### config.mk
export PLATFORM = sky130hd
export DESIGN_NAME = io_read_port_buffer_flat
export DESIGN_NICKNAME = d
export VERILOG_FILES = /design/src/rtl/io_read_port_buffer_if.sv /design/src/rtl/io_read_port_buffer.sv /design/src/flat_wrapper.sv
export SDC_FILE = /design/constraint.sdc
export NUM_CORES = 1
export LEC_CHECK = 0
export ABC_AREA = 0
export BUFFER_PORTS_ARGS = -buffer_cell sky130_fd_sc_hd__buf_2
export CORE_MARGIN = 5
export CORE_UTILIZATION = 60
export CTS_BUF_LIST = sky130_fd_sc_hd__clkbuf_8
export CTS_CLUSTER_DIAMETER = 200
export DETAILED_ROUTE_END_ITERATION = 16
export GPL_TIMING_DRIVEN = 0
export PLACE_DENSITY = 0.85
export SETUP_SLACK_MARGIN = 0.2
export SYNTH_ARGS = -nofsm -noshare
export SYNTH_HDL_FRONTEND = slang
export SYNTH_SLANG_ARGS = --single-unit
### constraint.sdc
create_clock -name i_clock -period 38 [get_ports i_clock]
set_clock_uncertainty 0.1 [all_clocks]
set_input_delay 9.5 -clock i_clock [delete_from_list [all_inputs] [get_ports i_clock]]
set_output_delay 9.5 -clock i_clock [all_outputs]
set_load 0.01 [all_outputs]
### src/rtl/io_read_port_buffer_if.sv
// rtl/io_read_port_buffer_if.sv - producer/CPU-side bus bundle for the I/O read port buffer
interface io_read_port_buffer_if #(
    parameter int WORD_WIDTH      = 36,
    parameter int PORT_COUNT      = 4,
    parameter int PORT_ADDR_WIDTH = 2
);
    logic [PORT_COUNT*WORD_WIDTH-1:0] in_data;
    logic [PORT_COUNT-1:0]            in_valid;
    logic [PORT_COUNT-1:0]            in_ready;
    logic [PORT_ADDR_WIDTH-1:0]       translated_address;
    logic                             read_enable;
    logic                             read_valid;
    logic [WORD_WIDTH-1:0]            read_data;
    logic                             read_empty;
    logic [PORT_COUNT*2-1:0]          port_count;

    modport master (
        output in_data, in_valid, translated_address, read_enable,
        input  in_ready, read_valid, read_data, read_empty, port_count
    );

    modport slave (
        input  in_data, in_valid, translated_address, read_enable,
        output in_ready, read_valid, read_data, read_empty, port_count
    );
endinterface

### src/rtl/io_read_port_buffer.sv
// rtl/io_read_port_buffer.sv - bank of 2-entry read-port FIFOs popped by a 1-cycle CPU read
module io_read_port_buffer #(
    parameter int WORD_WIDTH      = 36,
    parameter int PORT_COUNT      = 4,
    parameter int PORT_ADDR_WIDTH = 2
) (
    input  logic                  i_clock,
    input  logic                  i_reset,
    io_read_port_buffer_if.slave  io_bus
);
    logic [WORD_WIDTH-1:0] r_head [PORT_COUNT];
    logic [WORD_WIDTH-1:0] r_tail [PORT_COUNT];
    logic [1:0]            r_count[PORT_COUNT];

    logic [WORD_WIDTH-1:0] w_head_nx [PORT_COUNT];
    logic [WORD_WIDTH-1:0] w_tail_nx [PORT_COUNT];
    logic [1:0]            w_count_nx[PORT_COUNT];

    logic [PORT_COUNT-1:0] w_sel;
    logic [PORT_COUNT-1:0] w_push;
    logic [PORT_COUNT-1:0] w_pop;
    logic                  w_hit;
    logic [WORD_WIDTH-1:0] w_rd_word;
    logic [WORD_WIDTH-1:0] w_in_word;

    logic                  r_read_valid;
    logic                  r_read_empty;
    logic [WORD_WIDTH-1:0] r_read_data;

    // An out-of-range address selects no port, so it naturally reads as empty.
    always_comb begin
        w_sel     = '0;
        w_push    = '0;
        w_pop     = '0;
        w_hit     = 1'b0;
        w_rd_word = '0;
        w_in_word = '0;
        for (int p = 0; p < PORT_COUNT; p++) begin
            w_head_nx[p]  = r_head[p];
            w_tail_nx[p]  = r_tail[p];
            w_count_nx[p] = r_count[p];
            w_in_word     = io_bus.in_data[p*WORD_WIDTH +: WORD_WIDTH];
            w_sel[p]      = (int'(io_bus.translated_address) == p);
            w_push[p]     = io_bus.in_valid[p] && (r_count[p] != 2'd2);
            w_pop[p]      = io_bus.read_enable && w_sel[p] && (r_count[p] != 2'd0);
            if (w_sel[p] && (r_count[p] != 2'd0)) begin
                w_hit     = 1'b1;
                w_rd_word = r_head[p];
            end
            case ({w_push[p], w_pop[p]})
                2'b01: begin
                    w_head_nx[p]  = r_tail[p];
                    w_count_nx[p] = r_count[p] - 2'd1;
                end
                2'b10: begin
                    if (r_count[p] == 2'd0) begin
                        w_head_nx[p] = w_in_word;
                    end else begin
                        w_tail_nx[p] = w_in_word;
                    end
                    w_count_nx[p] = r_count[p] + 2'd1;
                end
                // Push can only coincide with a pop at count 1: the new word becomes head.
                2'b11: begin
                    w_head_nx[p] = w_in_word;
                end
                default: ;
            endcase
        end
    end

    always_ff @(posedge i_clock or posedge i_reset) begin
        if (i_reset) begin
            for (int p = 0; p < PORT_COUNT; p++) begin
                r_head[p]  <= '0;
                r_tail[p]  <= '0;
                r_count[p] <= 2'd0;
            end
        end else begin
            for (int p = 0; p < PORT_COUNT; p++) begin
                r_head[p]  <= w_head_nx[p];
                r_tail[p]  <= w_tail_nx[p];
                r_count[p] <= w_count_nx[p];
            end
        end
    end

    always_ff @(posedge i_clock or posedge i_reset) begin
        if (i_reset) begin
            r_read_valid <= 1'b0;
            r_read_empty <= 1'b0;
            r_read_data  <= '0;
        end else if (io_bus.read_enable) begin
            r_read_valid <= 1'b1;
            r_read_empty <= !w_hit;
            r_read_data  <= w_hit ? w_rd_word : '0;
        end else begin
            r_read_valid <= 1'b0;
        end
    end

    always_comb begin
        io_bus.in_ready   = '0;
        io_bus.port_count = '0;
        for (int p = 0; p < PORT_COUNT; p++) begin
            io_bus.in_ready[p]          = (r_count[p] != 2'd2);
            io_bus.port_count[p*2 +: 2] = r_count[p];
        end
    end

    assign io_bus.read_valid = r_read_valid;
    assign io_bus.read_empty = r_read_empty;
    assign io_bus.read_data  = r_read_data;
endmodule

### src/flat_wrapper.sv
// flat-port wrapper written by rule: the top's interface ports become plain ports
module io_read_port_buffer_flat 
#(
    parameter int WORD_WIDTH      = 36,
    parameter int PORT_COUNT      = 4,
    parameter int PORT_ADDR_WIDTH = 2
)
  (i_clock, i_reset, io_bus_in_data, io_bus_in_valid, io_bus_translated_address, io_bus_read_enable, io_bus_in_ready, io_bus_read_valid, io_bus_read_data, io_bus_read_empty, io_bus_port_count);
  io_read_port_buffer_if #(.WORD_WIDTH(WORD_WIDTH), .PORT_COUNT(PORT_COUNT), .PORT_ADDR_WIDTH(PORT_ADDR_WIDTH)) io_bus_i ();
  input  logic i_clock;
  input  logic i_reset;
  input wire logic [$bits(io_bus_i.in_data)-1:0] io_bus_in_data;
  input wire logic [$bits(io_bus_i.in_valid)-1:0] io_bus_in_valid;
  input wire logic [$bits(io_bus_i.translated_address)-1:0] io_bus_translated_address;
  input wire logic [$bits(io_bus_i.read_enable)-1:0] io_bus_read_enable;
  output wire logic [$bits(io_bus_i.in_ready)-1:0] io_bus_in_ready;
  output wire logic [$bits(io_bus_i.read_valid)-1:0] io_bus_read_valid;
  output wire logic [$bits(io_bus_i.read_data)-1:0] io_bus_read_data;
  output wire logic [$bits(io_bus_i.read_empty)-1:0] io_bus_read_empty;
  output wire logic [$bits(io_bus_i.port_count)-1:0] io_bus_port_count;
  assign io_bus_i.in_data = io_bus_in_data;
  assign io_bus_i.in_valid = io_bus_in_valid;
  assign io_bus_i.translated_address = io_bus_translated_address;
  assign io_bus_i.read_enable = io_bus_read_enable;
  assign io_bus_in_ready = io_bus_i.in_ready;
  assign io_bus_read_valid = io_bus_i.read_valid;
  assign io_bus_read_data = io_bus_i.read_data;
  assign io_bus_read_empty = io_bus_i.read_empty;
  assign io_bus_port_count = io_bus_i.port_count;
  io_read_port_buffer #(.WORD_WIDTH(WORD_WIDTH), .PORT_COUNT(PORT_COUNT), .PORT_ADDR_WIDTH(PORT_ADDR_WIDTH)) u_core (.i_clock(i_clock), .i_reset(i_reset), .io_bus(io_bus_i));
endmodule
# After elaboration in Yosys (flattened, before gate mapping)
# Cells that the tools add are included.
totals:
  regBits: 334
  out_inout_bits: 50
  inputBits: 153
  wordCells: 114
op_classes:
  bitwise: 4
  eq_ne: 23
  muxes: 22
  add_sub_neg: 8
  n_reduce_logical: 42
ops:
  columns: ["op", "n"]
  rows:
  - ["one-hot mux 36 bit (3 select lines)", 4]
  - ["two-way mux 36 bit", 9]
  - ["== test 2 bit (second input constant)", 10]
  - ["logical AND 1 bit", 16]
  - ["one-hot mux 2 bit (2 select lines)", 4]
  - ["AND reduction 2 bit", 8]
  - ["nonzero test 2 bit", 8]
  - ["nonzero test 3 bit", 4]
  - ["== test 2 x 1 -> 1 bit (second input constant)", 5]
  - ["logical NOT 2 bit", 5]
  - ["adder 2 x 1 -> 2 bit (second input constant)", 4]
  - ["inequality test 2 x 1 -> 1 bit (second input constant)", 4]
  - ["inequality test 2 bit (second input constant)", 4]
  - ["subtractor 2 x 1 -> 2 bit (second input constant)", 4]
  - ["two-way mux 1 bit", 5]
  - ["NOT 1 bit", 4]
  - ["logical NOT 1 bit", 1]

# Logic depth before layout (Yosys ltp)
# Gate-level depths: netlist (run 1).
logic_depth:
  depth_word: 7
  depth_mapped: 12
  ltp_nobuf: 9

# Worst setup path after synthesis (run 1)
# No wires, ideal clock.
synth_timing:
  path_kind: "input port to flip-flop"
  from: "input port io_bus_read_enable"
  to: "register u_core.r_head[42] (netlist name)"
  cell_stages: 9
  arrival_time_ns: 11.634
  setup_time_ns: 0.136
  slack_ns: 26.129
  required_ns: 37.764
  path_buffers: 3
  path_cell_list: "clkbuf_1 clkbuf_1 and2_1 inv_1 ha_1 nor2_2 clkbuf_1 mux2i_1 o21ai_0"
synth_via:
  elab_chain_cells: 5
  word_cells_on_any_way: 9
  classes_between: "eq/ne: 4; mux: 1; reduce/logical: 4"
synth_lines:
  columns: ["element", "line_no", "source"]
  rows:
  - ["start, declared", "flat_wrapper.sv:15", "input wire logic [$bits(io_bus_i.read_enable)-1:0] io_bus_read_enable;"]
  - ["logical AND 1 bit (*) (2 in a row)", "io_read_port_buffer.sv:45", "w_pop[p] = io_bus.read_enable && w_sel[p] && (r_count[p] != 2'd0);"]
  - ["== test 2 bit / == test 2 x 1 -> 1 bit (equally long branches)", "io_read_port_buffer.sv:50", "case ({w_push[p], w_pop[p]})"]
  - ["inequality test 2 x 1 -> 1 bit (no source line) / nonzero test 3 bit (equally long branches)", null, null]
  - ["AND reduction 2 bit (no source line)", null, null]
  - ["end signal, assigned by index", "io_read_port_buffer.sv:81", "r_head[p] <= w_head_nx[p];"]
  - ["end, declared", "io_read_port_buffer.sv:11", "logic [WORD_WIDTH-1:0] r_head [PORT_COUNT];"]
# Every way passes the cells marked *; elsewhere a longest branch is shown, timed or not.
# A chain may end at the register's enable or synchronous reset.

# Final worst setup path (run 1)
layout_timing:
  from: "input port io_bus_read_enable"
  to: "register u_core.r_head[50] (netlist name)"
# Same word-level chain as after synthesis.

==> impl_metrics.ini, run 1 <==
[timing]
setup_violations = 0
slew_viol_final = 0
finalHoldViolCount = 0
rsz0062_at_grt = no
hold_ws_ns = 0.372
slew_headroom = 0.218
finalCritPeriodShare = 0.326
fin_ws_ns = 25.61
worst_slew_pin_slew_ns = 1.17
fmax_ghz = 0.0807
layout_min_cycle_time_ns = 12.39
fin_setup_tns_ns = 0

[placement]
dp_hpwl_um = 28100
placed_area_um2 = 16500
post-place-cells = 1816
gp_congestion = 0.890
place_ws_ns = 25.11
io_buffers = 202

[setup_path]
regToRegStartpoint = u_core.io_bus.port_count[4]
r2r-end = u_core.r_head[50]
arrival_ns = 12.72
crit_required_ns = 38.33
end_kind = flop
startpoint_type = input pin
critPathKind = input pin to flop
rrSetupSlack_ns = 34.39
r2r_cells = 10
critPathMaxFanout = 10

[run_status]
run_status = complete, no violations

[clock_network]
cts.sinks = 334
cts_resized = 0
cts_buffer_depth = 3
cts_max_level = 2
cts_buffers = 54
clkLatencyLatePin_ns = 0.58
clkTransAtPathRegs_ns = 0.06
cts_tree = done
post_cts_buffers = 0
ctsRootBufferMaster = clkbuf_8
hold_buffers = 0

[global_routing]
gr-total-overflow = 0
antenna_found_initial = 7
grt_pass1_vias = 11600
grt_max_degree = 136
grt_use_total = 0.268
grt_pass1_wl_um = 60400

[floorplan]
dieArea_um2 = 28200
die_height_um = 168
die_w_um = 168
initial_utilization = 0.612
core_area_um2 = 24500
num_rows = 57
ios = 203

[route]
vias_per_cell = 5.80
detail-route-antenna-nets = 0
num_vias = 11100
dr.pass1.iters = 6
drtIter0Drc = 1024
wl_um = 38000
route.detailed.drc = 0
post_drt_wl_per_cell_um = 19.8

[power]
p_per_area_nw_per_um2 = 81.7
ir_drop_uv = 47.0
leakagePower_uw = 0.00884

[finish]
num-nets-final = 1710
syn_to_final_growth_pct = 17.4
fin_area_um2 = 17600
drive_gt1_frac = 0.292
stdcell_count = 1917

[synthesis]
syn_avg_cell_area_um2 = 11.6
netlist_instances = 1287
ys_seq_area_frac = 0.559
synthesis.nets = 1449
synthesis.area_um2 = 15000
synth_seq_cells = 334
ys_types = 32
ys_warn_count = 0

[job]
maxCapViolCount = 0

[hold_path]
hold_depth = 2
hold_class = flop to flop
hold_end = u_core.r_head[124]
hold_start = u_core.r_head[124]
## registers in the layout, summed over array words and instances (netlist names)
signal	count
u_core.io_bus.read_valid	1
u_core.io_bus.port_count	8
u_core.io_bus.read_data	36
u_core.io_bus.read_empty	1
u_core.r_head	144
u_core.r_tail	144
## placed cells by master (no fill, tap or decap), drive strengths merged
cell type and count:
a2111oi 36, a22oi 1, a31oi 2, and2 8, and3 72, buf 232
clkbuf 134, clkdlybuf4s18 1, clkinv 5, clkinvlp 1, dfrtp 334, diode 2
ha 9, inv 62, mux2 145, mux2i 144, nand2 150, nand2b 6
nor2 45, nor2b 1, nor3b 3, nor4 1, o211a 1, o211ai 1
o21ai 146, o31ai 1, o32ai 35, o41ai 1, or2 2, xnor2 6
xor2 6
## metal layers
| metal | vias up | wire length, µm | track usage |
|---|---|---|---|
| met1 | 5517 | 15600 | 0.358 |
| met5 | - | 92 | 0 |
| li1 | 5100 | - | - |
| met4 | 12 | 1030 | 0.0847 |
| met3 | 81 | 3070 | 0.0640 |
| met2 | 406 | 18300 | 0.438 |
## power breakdown
part           switching [µW]  leakage, µW  internal (µW)
registers                94.9      0.00408            528
clock network             141     0.000649            168
logic                     273      0.00411            231
## per-stage QoR
step	power, µW	util
final	1430	0.718
after detailed placement	1130	0.672
after global placement	1090	0.669
after global routing	1530	0.718
after CTS	1440	0.718
after floorplan	960	-
## worst max path at each step
stage | to | from
finish | u_core.r_head[50] | io_bus_read_enable
global route | u_core.r_head[54] | io_bus_read_enable
CTS | u_core.r_head[54] | io_bus_read_enable
detailed placement | u_core.r_head[44] | io_bus_read_enable
global placement | u_core.r_tail[6] | i_reset
floorplan | u_core.io_bus.port_count[0] | i_reset
## cell families after synthesis
logic type                 count (synthesis)  share of synthesized area
adders and majority gates                  9                    0.00753
and+or+nand+nor                          288                     0.0892
DFF                                      334                      0.559
muxes                                    289                      0.205
buffers and inverters                    131                     0.0365
xor gates and xnor gates                  12                    0.00703
AOI/OAI and AO/OA                        224                     0.0956
## cell usage after synthesis
cell,instances,area share
o31ai_1,1,0.00050
nor2_2,4,0.0017
o211a_1,1,0.00067
nand2b_1,6,0.0025
and2_1,7,0.0029
inv_1,41,0.010
nor3b_2,1,0.00084
and2_4,1,0.00059
xnor2_1,6,0.0035
o211ai_1,1,0.00050
o32ai_1,35,0.020
mux2i_1,144,0.096
mux2_2,145,0.11
clkbuf_1,62,0.016
a2111oi_0,36,0.021
nor4_1,1,0.00042
o41ai_4,1,0.0018
ha_1,9,0.0075
xor2_1,6,0.0035
or2_1,2,0.00084
buf_6,3,0.0023
nor2b_1,1,0.00042
nand2_1,150,0.038
nor2_1,41,0.010
buf_2,25,0.0084
a31oi_1,2,0.00084
dfrtp_1,334,0.56
a22oi_2,1,0.00084
o21ai_1,31,0.010
nor3b_1,2,0.0010
o21ai_0,115,0.038
and3_1,72,0.030
## cell type report
class / instances / area, µm²
well taps: 324 / 405
clock buffers: 72 / 991
multi-input cells: 822 / 6060
fillers: 1695 / 6900
inverters: 41 / 161
flip-flops and latches: 334 / 8360
plain buffers: 90 / 392
clock inverters: 27 / 111
diodes: 2 / 5.00
repair buffers: 205 / 1080
## worst max-delay path, cell delays in order
cell	delay (ns)
buf_2	0.09
clkbuf_1	0.52
clkbuf_1	0.47
and2_1	0.23
inv_1	0.06
ha_1	0.22
nor2_2	0.52
clkbuf_1	0.66
mux2i_1	0.34
o21ai_1	0.09
No activity file was read; power rests on OpenSTA's default activity.
==> run 2: changes to the inputs <==
clock period = 11.55 ns   (was 38 ns; I/O delays follow)
==> run 2 against run 1 <==
Compared with the run above: global-route usage is 0.11 points lower; largest cell class unchanged; cell count hardly changed; hold slack worse by 0.0020 ns; sequential share of layout area is 0.12 points lower; core utilization is 0.18 points higher; total power grew to 3.3 times the previous value; critical endpoint is now u_core.r_head[44]; routed wire length is 0.50% lower; die area stayed put; sequential power grew to 3.3 times the previous value; first-iteration DRC count is 0.98% lower; register-to-register slack worse by 27 ns; highest routed layer unchanged.
==> impl_metrics.ini, run 2 (synthesis results as in run 1) <==
[timing]
slew_viol_final = 0
rsz0062_at_grt = no
finalCritPeriodShare = 0.497
worst_slew_pin_slew_ns = 1.18
slew_headroom = 0.214
fin_setup_tns_ns = 0
setup_violations = 0
fmax_ghz = 0.174
layout_min_cycle_time_ns = 5.74
finalHoldViolCount = 0

[power]
p_per_area_nw_per_um2 = 267
power.total_uw = 4690
internal_power_uw = 3020
p_sw_frac = 0.355
switching_power_uw = 1670
clkPwrFrac = 0.211
leakagePower_uw = 0.00884
share_comb_of_total_power = 0.353
ir_drop_uv = 168
seqPwrFrac = 0.435

[run_status]
run_status = complete, no violations

[clock_network]
ctsRootBufferMaster = clkbuf_8
cts_resized = 0
clkLatencyLatePin_ns = 0.60
cts.sinks = 334
hold_buffers = 0
cts_buffers = 53
cts_tree = done
cts_max_level = 2
post_cts_buffers = 0
clkTransAtPathRegs_ns = 0.06
cts_buffer_depth = 3

[floorplan]
die_w_um = 168
die_height_um = 168
dieArea_um2 = 28200
num_rows = 57
initial_utilization = 0.612
core_area_um2 = 24500
ios = 203

[setup_path]
end_kind = flop
crit_required_ns = 11.89
rrSetupSlack_ns = 7.87
r2r_cells = 10
arrival_ns = 6.08
startpoint_type = input pin
critPathKind = input pin to flop
critPathMaxFanout = 10

[global_routing]
grt_max_degree = 45
grt_pass1_vias = 11800
grt_use_total = 0.267
gr-total-overflow = 0
grt_pass1_wl_um = 60500
antenna_found_initial = 7

[finish]
final_cell_mix = dfrtp_1 (334), buf_2 (227), nand2_1 (150), mux2_2 (145), mux2i_1 (144)
num-nets-final = 1714
syn_to_final_growth_pct = 17.7
layout_commonest_cell = dfrtp_1
drive_gt1_frac = 0.294
final_util = 0.720

[placement]
dp_hpwl_um = 28500
gp_congestion = 0.893
io_buffers = 202

[route]
detail-route-antenna-nets = 0
num_vias = 11200
drtIter0Drc = 1014
route.detailed.drc = 0
dr.pass1.iters = 5
post_drt_wl_per_cell_um = 19.7
vias_per_cell = 5.83
wl_um = 37800

[hold_path]
hold_class = flop to flop
hold_depth = 2

[job]
maxCapViolCount = 0
[run 2: cell count changes in the layout (fill, tap and decap cells not counted)]
cell / change
diode_2: +1
clkbuf_8: -4
buf_12: +8
inv_1: -3
buf_16: -2
clkinv_2: +1
inv_6: +1
clkdlybuf4s18_2: -1
[run 2: critical path, stage by stage]
cell,delay (ns)
buf_2,0.09
clkbuf_1,0.47
clkbuf_1,0.45
and2_1,0.22
inv_1,0.07
ha_1,0.23
nor2_2,0.57
clkbuf_1,0.64
mux2i_1,0.35
o21ai_1,0.09
[run 2: power groups by stage]
stage	registers, µW	clock network (µW)	logic (µW)
after CTS	2030	1000	1660
after global placement	2020	0	1580
after global routing	2100	1060	1830
after detailed placement	2050	0	1660
final	2040	991	1660
after floorplan	1980	0	1180
[run 2: metrics by stage]
stage | cell area, µm² | hold slack, ns | setup WS, ns | cells
floorplan | 15000 | 0.342 | 4.10 | 1287
global placement | 16400 | 0.353 | 2.37 | 1813
detailed placement | 16500 | 0.363 | 5.25 | 1821
CTS | 17600 | 0.376 | 5.86 | 1915
global route | 17600 | 0.394 | 5.69 | 1917
finish | 17600 | 0.370 | 5.81 | 1918
[run 2: routing by layer]
layer,part of all wire,global-route usage,vias up
met5,0.0015,0,-
met4,0.035,0.102,10
met3,0.078,0.0579,101
met2,0.47,0.426,458
met1,0.41,0.361,5516
li1,-,-,5089
[run 2: path summary, 6_finish.rpt]
path | to | start
worst max-delay path | u_core.r_head[44] | io_bus_read_enable
worst min-delay path | u_core.r_head[138] | u_core.r_head[138]
worst max register to register | u_core.r_head[44] | u_core.io_bus.port_count[4]
worst min register to register | u_core.r_head[138] | u_core.r_head[138]
max in group asynchronous | u_core.r_head[4] | i_reset
min in group asynchronous | u_core.r_tail[16] | i_reset
[run 2: area by class of cell]
class | count | area, µm²
tap | 324 | 405
antenna | 3 | 7.51
sequential | 334 | 8360
timing repair buffer | 210 | 1170
buffer | 90 | 392
clock buffer | 68 | 936
inverter | 41 | 158
fill | 1721 | 6860
clock inverter | 26 | 118
multi-input combinational | 822 | 6060
